File: config.mk
export PLATFORM = sky130hd
export DESIGN_NAME = controle_vendas_flat
export DESIGN_NICKNAME = d
export VERILOG_FILES = /design/src/rtl/controle_vendas_if.sv /design/src/rtl/controle_vendas.sv /design/src/flat_wrapper.sv
export SDC_FILE = /design/constraint.sdc
export NUM_CORES = 1
export LEC_CHECK = 0
export BUFFER_PORTS_ARGS = -buffer_cell sky130_fd_sc_hd__buf_2
export CORE_ASPECT_RATIO = 0.75
export CORE_MARGIN = 2
export CORE_UTILIZATION = 53
export CTS_BUF_LIST = sky130_fd_sc_hd__clkbuf_4 sky130_fd_sc_hd__clkbuf_8
export DETAILED_ROUTE_END_ITERATION = 10
export GPL_ROUTABILITY_DRIVEN = 0
export PLACE_DENSITY = 0.79
export SETUP_SLACK_MARGIN = 0.5
export SLEW_MARGIN = 0
export SYNTH_ARGS = -nofsm -noshare
export SYNTH_HDL_FRONTEND = slang
export SYNTH_SLANG_ARGS = --single-unit
File: constraint.sdc
create_clock -name clk -period 3.05 [get_ports clk]
set_input_delay 0.7625 -clock clk [delete_from_list [all_inputs] [get_ports clk]]
set_output_delay 0.7625 -clock clk [all_outputs]
set_load 0.005 [all_outputs]
File: src/rtl/controle_vendas_if.sv
// controle_vendas_if: button/switch/coin inputs and display/release outputs of the vending controller
interface controle_vendas_if;
  logic       botao_confirma;
  logic       botao_cancela;
  logic [3:0] chaves_codigo;
  logic [1:0] moeda;
  logic [1:0] estado;
  logic [3:0] codigo_produto;
  logic [3:0] total;
  logic       libera_produto;
  logic       moeda_rejeitada;
  logic [3:0] troco;
  modport master (
    output botao_confirma, botao_cancela, chaves_codigo, moeda,
    input  estado, codigo_produto, total, libera_produto, moeda_rejeitada, troco
  );
  modport slave (
    input  botao_confirma, botao_cancela, chaves_codigo, moeda,
    output estado, codigo_produto, total, libera_produto, moeda_rejeitada, troco
  );
endinterface

File: src/rtl/controle_vendas.sv
// controle_vendas: vending FSM (clk, reset, bus.slave: buttons/code/coins in; estado/codigo/total/pulses/troco out); TROCO_EN enables change output
module controle_vendas #(
  parameter int NUM_PRODUTOS   = 8,
  parameter int PRECO_BASE     = 2,
  parameter int TIMEOUT_CICLOS = 5000,
  parameter int LIBERA_CICLOS  = 100
) (
  input logic              clk,
  input logic              reset,
  controle_vendas_if.slave bus
);
  localparam int TW = $clog2(TIMEOUT_CICLOS + 1);
  localparam int LW = $clog2(LIBERA_CICLOS + 1);
  typedef enum logic [1:0] {S_IDLE = 2'd0, S_SEL = 2'd1, S_PAG = 2'd2, S_LIB = 2'd3} state_t;
  state_t r_state, w_next;
  logic          r_conf_prev, r_canc_prev;
  logic [1:0]    r_moeda_prev;
  logic [3:0]    r_cod, r_total, r_troco, w_cod, w_total, w_troco, w_preco;
  logic          r_libera, r_rej, w_libera, w_rej;
  logic [TW-1:0] r_timer, w_timer;
  logic [LW-1:0] r_lib, w_lib;
  logic          w_conf, w_canc, w_moeda_ev, w_tout, w_abort, w_aceita, w_valido;
  logic [4:0]    w_soma;
  assign w_conf     = bus.botao_confirma & ~r_conf_prev;
  assign w_canc     = bus.botao_cancela & ~r_canc_prev;
  assign w_moeda_ev = (bus.moeda != 2'b00) && (r_moeda_prev == 2'b00);
  assign w_tout     = (r_state == S_SEL || r_state == S_PAG) && r_timer == TW'(TIMEOUT_CICLOS - 1);
  assign w_abort    = w_canc | w_tout;
  assign w_valido   = {1'b0, bus.chaves_codigo} < 5'(NUM_PRODUTOS);
  assign w_preco    = 4'(PRECO_BASE) + r_cod;
  assign w_soma     = {1'b0, r_total} + (bus.moeda == 2'b01 ? 5'd1 : bus.moeda == 2'b10 ? 5'd2 : 5'd4);
  // a coin is only taken in payment when no higher-priority event claims the cycle
  assign w_aceita   = w_moeda_ev && r_state == S_PAG && !w_abort && !w_conf && w_soma <= 5'd11;
  always_comb begin
    w_next = r_state;
    case (r_state)
      S_IDLE: w_next = w_conf ? S_SEL : S_IDLE;
      S_SEL:  w_next = w_abort ? S_IDLE : w_conf ? (w_valido ? S_PAG : S_IDLE) : S_SEL;
      S_PAG:  w_next = w_abort ? S_IDLE : w_conf ? (r_total >= w_preco ? S_LIB : S_IDLE) : S_PAG;
      S_LIB:  w_next = r_lib == LW'(LIBERA_CICLOS - 1) ? S_IDLE : S_LIB;
      default: w_next = S_IDLE;
    endcase
    w_total  = w_next == S_IDLE ? 4'd0 : w_aceita ? w_soma[3:0] : r_total;
    w_cod    = (r_state == S_SEL || w_next == S_SEL) ? bus.chaves_codigo : r_cod;
    w_libera = w_next == S_LIB && r_state != S_LIB;
    w_rej    = w_moeda_ev && !w_aceita;
    w_lib    = (r_state == S_LIB && w_next == S_LIB) ? r_lib + 1'b1 : '0;
    w_timer  = (w_conf || w_canc || w_moeda_ev || (w_next != S_SEL && w_next != S_PAG)) ? '0 : r_timer + 1'b1;
`ifdef TROCO_EN
    w_troco  = w_next == S_IDLE ? 4'd0 : w_libera ? r_total - w_preco : r_troco;
`else
    w_troco  = 4'd0;
`endif
  end
  always_ff @(posedge clk) begin
    r_conf_prev  <= bus.botao_confirma;
    r_canc_prev  <= bus.botao_cancela;
    r_moeda_prev <= bus.moeda;
    if (reset) begin
      r_state  <= S_IDLE;
      r_cod    <= '0;
      r_total  <= '0;
      r_troco  <= '0;
      r_libera <= 1'b0;
      r_rej    <= 1'b0;
      r_timer  <= '0;
      r_lib    <= '0;
    end else begin
      r_state  <= w_next;
      r_cod    <= w_cod;
      r_total  <= w_total;
      r_troco  <= w_troco;
      r_libera <= w_libera;
      r_rej    <= w_rej;
      r_timer  <= w_timer;
      r_lib    <= w_lib;
    end
  end
  assign bus.estado          = r_state;
  assign bus.codigo_produto  = r_cod;
  assign bus.total           = r_total;
  assign bus.libera_produto  = r_libera;
  assign bus.moeda_rejeitada = r_rej;
  assign bus.troco           = r_troco;
endmodule
File: src/flat_wrapper.sv
// flat-port wrapper written by rule: the top's interface ports become plain ports
module controle_vendas_flat 
#(
  parameter int NUM_PRODUTOS   = 8,
  parameter int PRECO_BASE     = 2,
  parameter int TIMEOUT_CICLOS = 5000,
  parameter int LIBERA_CICLOS  = 100
)
  (clk, reset, bus_botao_confirma, bus_botao_cancela, bus_chaves_codigo, bus_moeda, bus_estado, bus_codigo_produto, bus_total, bus_libera_produto, bus_moeda_rejeitada, bus_troco);
  controle_vendas_if bus_i ();
  input logic clk;
  input logic reset;
  input wire logic [$bits(bus_i.botao_confirma)-1:0] bus_botao_confirma;
  input wire logic [$bits(bus_i.botao_cancela)-1:0] bus_botao_cancela;
  input wire logic [$bits(bus_i.chaves_codigo)-1:0] bus_chaves_codigo;
  input wire logic [$bits(bus_i.moeda)-1:0] bus_moeda;
  output wire logic [$bits(bus_i.estado)-1:0] bus_estado;
  output wire logic [$bits(bus_i.codigo_produto)-1:0] bus_codigo_produto;
  output wire logic [$bits(bus_i.total)-1:0] bus_total;
  output wire logic [$bits(bus_i.libera_produto)-1:0] bus_libera_produto;
  output wire logic [$bits(bus_i.moeda_rejeitada)-1:0] bus_moeda_rejeitada;
  output wire logic [$bits(bus_i.troco)-1:0] bus_troco;
  assign bus_i.botao_confirma = bus_botao_confirma;
  assign bus_i.botao_cancela = bus_botao_cancela;
  assign bus_i.chaves_codigo = bus_chaves_codigo;
  assign bus_i.moeda = bus_moeda;
  assign bus_estado = bus_i.estado;
  assign bus_codigo_produto = bus_i.codigo_produto;
  assign bus_total = bus_i.total;
  assign bus_libera_produto = bus_i.libera_produto;
  assign bus_moeda_rejeitada = bus_i.moeda_rejeitada;
  assign bus_troco = bus_i.troco;
  controle_vendas #(.NUM_PRODUTOS(NUM_PRODUTOS), .PRECO_BASE(PRECO_BASE), .TIMEOUT_CICLOS(TIMEOUT_CICLOS), .LIBERA_CICLOS(LIBERA_CICLOS)) u_core (.clk(clk), .reset(reset), .bus(bus_i));
endmodule
==> metrics.md, run 1 <==
| Metric | Value |
|---|---|
| Unrepaired setup endpoints after global routing | `yes` |
| RR Endpoint | `u_core.r_timer[11]$_SDFF_PP0_` |
| Die X | `73.44 µm` |
| Share of cells above drive strength 1 | `33.59%` |
| Setup CP Type | `reg -> reg` |
| Setup TNS | `0 ns` |
| Fin nets | `286` |
| Setup violations, final | `0` |
| Register area share after synthesis | `37.60%` |
| Clock latency on the worst-skew pair | `0.29 ns` |
| Starting density of the core | `56.74%` |
| Buffers on Ports | `21` |
| Post-route minimum period | `2.689 ns` |
| GRT overflow | `0` |
| Clk_skew | `0.007251 ns` |
| CTS H-tree lvls | `2` |
| Max-cap violations | `0` |
| Synthesized area per cell | `8.957 µm²` |
| Clock Tree Buf Depth | `2` |
| TritonRoute pass-1 iters | `4` |
| FF-to-FF Start | `u_core.bus.estado[0]$_SDFF_PP0_` |
| Leakage | `0.0009377 µW` |
| Post-Syn Instances | `214` |
| Yosys Warn Count | `0` |
| WP data arrival | `2.92 ns` |
| CP Launch Point | `u_core.bus.estado[0]$_SDFF_PP0_` |
| Top post-synthesis cells by area | `dfxtp_1 (38%), ha_1 (13%), nor2_1 (4.3%)` |
| Peak Freq | `372.0 MHz` |
| Ys async rst share | `0%` |
| IO Count | `26` |
| Status | `finished, final reports clean` |
| Clock net sink count | `36` |
| Startpoint Class | `flip-flop` |
| Core Rows | `18` |
| Dpl hpwl | `2673 µm` |
| CP required | `3.28 ns` |
| Clock transition at the registers of the reported paths | `0.08 ns` |
| Routed wire length | `4314 µm` |
| ANT cells | `0` |
| Antenna violations before repair | `0` |
| Cts bufs inserted | `5` |
| Top FF cell, synth | `dfxtp_1` |
| Post-synth top area share | `37.60%` |
| Syn Std Cell Area | `1917 µm²` |
| Top-count cell post-synth | `dfxtp_1` |
| Pwr dens | `414.0 nW/µm²` |
| Tightest Hold Check Type | `reg -> reg` |
| Die Y | `56.08 µm` |
| Final number of hold-violating endpoints | `0` |
| Crit path to | `u_core.r_timer[11]$_SDFF_PP0_` |
| Number of global-route vias before repair | `1455` |
| Crit Path Max Fanout | `7` |
| Cell taking the most area after synthesis | `dfxtp_1` |
| Unique masters post-synth | `48` |
| First-pass GRT wire length | `6444 µm` |
| Routed vias | `1640` |
| Flop-to-flop setup slack | `0.36 ns` |
| DRC viols | `0` |
| Setup crit end kind | `flip-flop` |
| Worst Reg2Reg Path Length in Cells | `12` |
| CTS tree | `yes` |
| Clock Tree Root | `clkbuf_8` |
| Fin. max-slew vios | `0` |
| Period utilization | `88.15%` |
| Post-synth top cells | `dfxtp_1 (36), nor2_1 (22), ha_1 (20), nand2_1 (19), inv_1 (16)` |
| Worst VDD drop | `273.1 µV` |
| Area Growth Syn to Fin | `27.48%` |
| Vias per cell | `5.541` |
| Starting DRT DRC Count | `170` |
| Post-synthesis sequential element count | `36` |
| Die ar. | `4119 µm²` |
| Wire per inst | `14.57 µm` |
| Total global-route track usage | `20.60%` |
| Post-synth EDFFs | `0` |
| Post-detailed-route count of antenna-violating nets | `0` |
| Core area | `3378 µm²` |
| Power consumption | `1012 µW` |
| Largest net degree at the start of global routing | `12` |
## report_power, final
part / switching, µW / total [µW] / internal [µW]
combinational: 38.7 / 70.9 / 32.1
sequential: 3.41 / 479 / 476
clock: 173 / 462 / 288
## layout by cell type (no fill, tap or decap), types with 3 or more instances in the layout
master and instances:
dfxtp_1 33, buf_2 21, nand2_1 18, nor2_1 17, ha_1 17, buf_4 14, inv_1 13, o21ai_0 13
a21oi_1 9, nand3_1 8, xor2_1 8, clkbuf_8 7, or3_1 6, a21oi_2 5, xnor2_1 4, nor2_2 4
conb_1 4, inv_2 3, dfxtp_2 3
## cells by family after synthesis
kind of cell,synth area share (%)
xor gates and xnor gates,5.483
other,0.1956
adders and majority gates,14.10
and+or+nand+nor,23.17
muxes,1.044
DFF,37.60
buffers and inverters,5.092
AOI/OAI and AO/OA,13.32
## worst min path at each step
stage,startpoint,endpoint,slack [ns],cells past startpoint
6_report,u_core.r_lib[0]$_SDFF_PP0_,u_core.r_lib[0]$_SDFF_PP0_,0.46,1
5_1_grt,u_core.r_lib[0]$_SDFF_PP0_,u_core.r_lib[0]$_SDFF_PP0_,0.49,1
4_1_cts,u_core.r_timer[0]$_SDFF_PP0_,u_core.r_timer[0]$_SDFF_PP0_,0.45,1
3_5_place_dp,u_core.r_timer[0]$_SDFF_PP0_,u_core.r_timer[0]$_SDFF_PP0_,0.44,1
3_3_place_gp,u_core.r_timer[0]$_SDFF_PP0_,u_core.r_timer[0]$_SDFF_PP0_,0.43,1
2_1_floorplan,u_core.r_timer[0]$_SDFF_PP0_,u_core.r_timer[0]$_SDFF_PP0_,0.42,1
## sequential cells by signal (all words and copies together) (netlist names)
signal,cells
u_core.bus.libera_produto,1
u_core.r_conf_prev,1
u_core.r_canc_prev,1
u_core.bus.codigo_produto,4
u_core.bus.total,4
u_core.bus.moeda_rejeitada,1
u_core.r_lib,7
u_core.r_timer,13
u_core.r_moeda_prev,2
u_core.bus.estado,2
## per-layer routing
metal  vias up  share of wire [%]  GRT usage, %  routed length (µm)
met5         -                  0             0                   0
met2        46                 44         29.08                1918
li1        814                  -             -                   -
met3         9                5.9         6.159                 253
met4         0                1.7         7.792                  72
met1       771                 48         29.29                2070
## per-stage QoR
| step | setup WS, ns | utilization [%] | cells | hold WS, ns | instance area, µm² |
|---|---|---|---|---|---|
| final | 0.3615 | 72.33 | 296 | 0.4608 | 2444 |
| after global routing | 0.1876 | 72.33 | 296 | 0.4889 | 2444 |
| after CTS | 0.3450 | 69.11 | 288 | 0.4481 | 2335 |
| after detailed placement | 0.09748 | 62.56 | 274 | 0.4389 | 2113 |
| after global placement | 0.1810 | 62.56 | 274 | 0.4337 | 2113 |
| after floorplan | 0.3862 | - | 217 | 0.4175 | 1991 |
## critical path, stage by stage, from the launching register on
cell and delay (ns):
dfxtp_2 0.34, inv_2 0.05, ha_4 0.25, or4bb_4 0.46, o41ai_4 0.21, buf_4 0.19, nor4_2 0.05, o211ai_2 0.20
inv_2 0.08, ha_4 0.22, nor3_4 0.23, nand3_4 0.20, a21oi_2 0.15
## cell type report
class                           count  area, µm²
Inverter                           16      60.06
Clock inverter                      1      30.03
Clock buffer                        7      96.34
Multi-Input combinational cell    160       1261
Timing Repair Buffer               36      221.5
Fill cell                         228      934.6
Sequential cell                    36      724.4
Tap cell                           40      50.05
## what timing repair did
item | 4_1_cts | 5_1_grt
resized for setup | 11 | 15
buffers inserted | 5 | 8
cloned | 1 | 0
hold buffers | 0 | 0
endpoints found under the setup margin | 28 | 30
pin swaps | 8 | 8
No activity file was read; power rests on OpenSTA's default activity.
==> run 2, diff against run 1 <==
Settings changed: CELL_PAD_IN_SITES_DETAIL_PLACEMENT set to 1, CELL_PAD_IN_SITES_GLOBAL_PLACEMENT set to 1, CORE_UTILIZATION 53 to 39, CTS_BUF_LIST sky130_fd_sc_hd__clkbuf_4 sky130_fd_sc_hd__clkbuf_8 to not set, PLACE_DENSITY 0.79 to 0.77, SETUP_SLACK_MARGIN 0.5 to 0.2.
==> metrics.md, run 2 (synthesis gave the netlist of run 1 again) <==
| Metric | Value |
|---|---|
| Starting DRT DRC Count | `52 (was 170)` |
| Status | `finished, final reports clean (unchanged)` |
| Net switching fraction of the power | `24.41% (was 21.28%)` |
| Peak Freq | `350.2 MHz (was 372.0 MHz)` |
| Post-route minimum period | `2.855 ns (was 2.689 ns)` |
| Final Cell Area | `2422 µm² (was 2444 µm²)` |
| Startpoint Class | `flip-flop (unchanged)` |
| Buffers on Ports | `21 (unchanged)` |
| Die Y | `64.72 µm (was 56.08 µm)` |
| Pwr dens | `377.1 nW/µm² (was 414.0 nW/µm²)` |
| Setup CP Type | `reg -> reg (unchanged)` |
| Logic gate share of total power | `7.7% (was 7.0%)` |
| Post-detailed-route count of antenna-violating nets | `0 (unchanged)` |
| Clock transition at the registers of the reported paths | `0.08 ns (about the same)` |
| Sw power | `222.9 µW (was 215.3 µW)` |
| Leading registers by flop count | `u_core.r_timer: 13 flops, u_core.r_lib: 7 flops (unchanged)` |
| Die X | `84.95 µm (was 73.44 µm)` |
| Max FFs per register | `13 (unchanged)` |
| Final Util | `50.29% (was 72.33%)` |
| Worst VDD drop | `221.3 µV (was 273.1 µV)` |
| Worst slack, placed | `0.008338 ns (was 0.09748 ns)` |
| Number of global-route vias before repair | `1691 (was 1455)` |
| Placed Area | `2123 µm² (was 2113 µm²)` |
| DRC viols | `0 (unchanged)` |
| Worst setup margin | `0.1946 ns (was 0.3615 ns)` |
| Fin. max-slew vios | `0 (unchanged)` |
| WP data arrival | `3.09 ns (was 2.92 ns)` |
| GRT overflow | `0 (unchanged)` |
| Period utilization | `93.62% (was 88.15%)` |
| Fin cells | `316 (was 296)` |
| Setup TNS | `0 ns (unchanged)` |
| Placed instance count | `299 (was 274)` |
| TritonRoute pass-1 iters | `4 (unchanged)` |
| Wire per inst | `16.14 µm (was 14.57 µm)` |
| Crit Path Max Fanout | `7 (unchanged)` |
| Core Rows | `22 (was 18)` |
| Commonest non-fill, non-tap cell in the layout | `dfxtp_1 (unchanged)` |
| CTS Hold Bufs | `0 (unchanged)` |
| Antenna violations before repair | `0 (unchanged)` |
| Share of cells above drive strength 1 | `32.03% (was 33.59%)` |
| Clock power frac | `39.9% (was 45.6%)` |
| Largest Register | `u_core.r_timer (unchanged)` |
| Setup crit end kind | `flip-flop (unchanged)` |
| Sequential Power Share | `52.4% (was 47.4%)` |
| Tightest Hold Check Type | `reg -> reg (unchanged)` |
| CTS H-tree lvls | `2 (unchanged)` |
| Total global-route track usage | `18.72% (was 20.60%)` |
| Area Growth Syn to Fin | `26.37% (was 27.48%)` |
| Clock Tree Buf Depth | `2 (unchanged)` |
| Clock latency on the worst-skew pair | `0.30 ns (was 0.29 ns)` |
| Clock Tree Root | `clkbuf_8 (unchanged)` |
| First-pass GRT wire length | `8066 µm (was 6444 µm)` |
| Fin nets | `286 (unchanged)` |
| Unrepaired setup endpoints after global routing | `yes (unchanged)` |
| Max-cap violations | `0 (unchanged)` |
| Internal power | `690.4 µW (was 796.3 µW)` |
| Core area | `4817 µm² (was 3378 µm²)` |
| CTS tree | `yes (unchanged)` |
| CP required | `3.29 ns (was 3.28 ns)` |
| Largest net degree at the start of global routing | `14 (was 12)` |
| IO Count | `26 (unchanged)` |
| Clock net sink count | `36 (unchanged)` |
| ANT cells | `0 (unchanged)` |
| Vias per cell | `5.165 (was 5.541)` |
| Most frequent cells in the layout | `dfxtp_1 (34), buf_2 (21), nand2_1 (19) (was dfxtp_1 (33), buf_2 (21), nand2_1 (18))` |
| Final number of hold-violating endpoints | `0 (unchanged)` |
| Dpl hpwl | `3364 µm (was 2673 µm)` |
| Routed vias | `1632 (was 1640)` |
| Clk_skew | `0.01341 ns (was 0.007251 ns)` |
| Leakage | `0.0009634 µW (was 0.0009377 µW)` |
| Die ar. | `5498 µm² (was 4119 µm²)` |
| Cts bufs inserted | `5 (unchanged)` |
| Setup violations, final | `0 (unchanged)` |
| Routed wire length | `5099 µm (was 4314 µm)` |
| # fillers | `582 (was 228)` |
| Starting density of the core | `39.79% (was 56.74%)` |
==> run 2: per-layer routing <==
metal / vias up / part of all wire, % / track usage, %
li1: 808 / - / -
met1: 780 / 48 / 25.29
met2: 31 / 46 / 29.20
met3: 13 / 3.4 / 4.204
met4: 0 / 2.3 / 6.944
met5: - / 0 / 0
==> run 2: critical path: stages, from the launching register on <==
cell	delay (ns)
dfxtp_2	0.35
inv_2	0.06
ha_4	0.26
or4bb_4	0.46
o41ai_4	0.36
buf_4	0.21
nor4_4	0.04
o211ai_2	0.22
inv_2	0.09
ha_4	0.25
nor3_4	0.11
nand3_2	0.13
buf_6	0.16
nor2_2	0.10
==> run 2: worst paths after layout <==
kind	start	end	slack, ns	cells after the start
setup / recovery	u_core.bus.estado[1]$_SDFF_PP0_	u_core.r_timer[3]$_SDFF_PP0_	0.19	13
hold / removal	u_core.r_timer[0]$_SDFF_PP0_	u_core.r_timer[0]$_SDFF_PP0_	0.46	1
setup reg to reg	u_core.bus.estado[1]$_SDFF_PP0_	u_core.r_timer[3]$_SDFF_PP0_	0.19	13
hold reg to reg	u_core.r_timer[0]$_SDFF_PP0_	u_core.r_timer[0]$_SDFF_PP0_	0.46	1
==> run 2: layout make-up <==
cell class / instances / area (µm²) / share of cell area, %
tap: 60 / 75.07 / 3.099
clock buffer: 7 / 86.33 / 3.564
inverter: 16 / 60.06 / 2.479
timing repair buffer: 37 / 232.7 / 9.607
clock inverter: 1 / 7.507 / 0.3099
multi-input combinational: 159 / 1237 / 51.08
sequential: 36 / 723.2 / 29.86
==> run 2: what timing repair did <==
action | in CTS | in global routing
gates resized for setup | 5 | 31
buffers inserted | 4 | 4
pin swaps | 1 | 9
cloned | 0 | 1
hold endpoints to repair | 0 | 0
endpoints found under the setup margin | 18 | 21
==> run 2: metrics by stage <==
step                      hold WS (ns)  total power, µW
after floorplan                 0.4175            527.4
after global placement          0.4330            544.1
after detailed placement        0.4388            546.6
after CTS                       0.4551            909.8
after global routing            0.4817            950.2
final                           0.4593            913.4
==> run 2: power by group through the flow <==
stage / Sequential (µW) / Clock [µW] / Combinational [µW]
2_1_floorplan: 490 / 0 / 37.8
3_3_place_gp: 490 / 0 / 54.4
3_5_place_dp: 490 / 0 / 56.7
4_1_cts: 479 / 371 / 60.2
5_1_grt: 479 / 393 / 77.4
6_report: 479 / 364 / 70.4
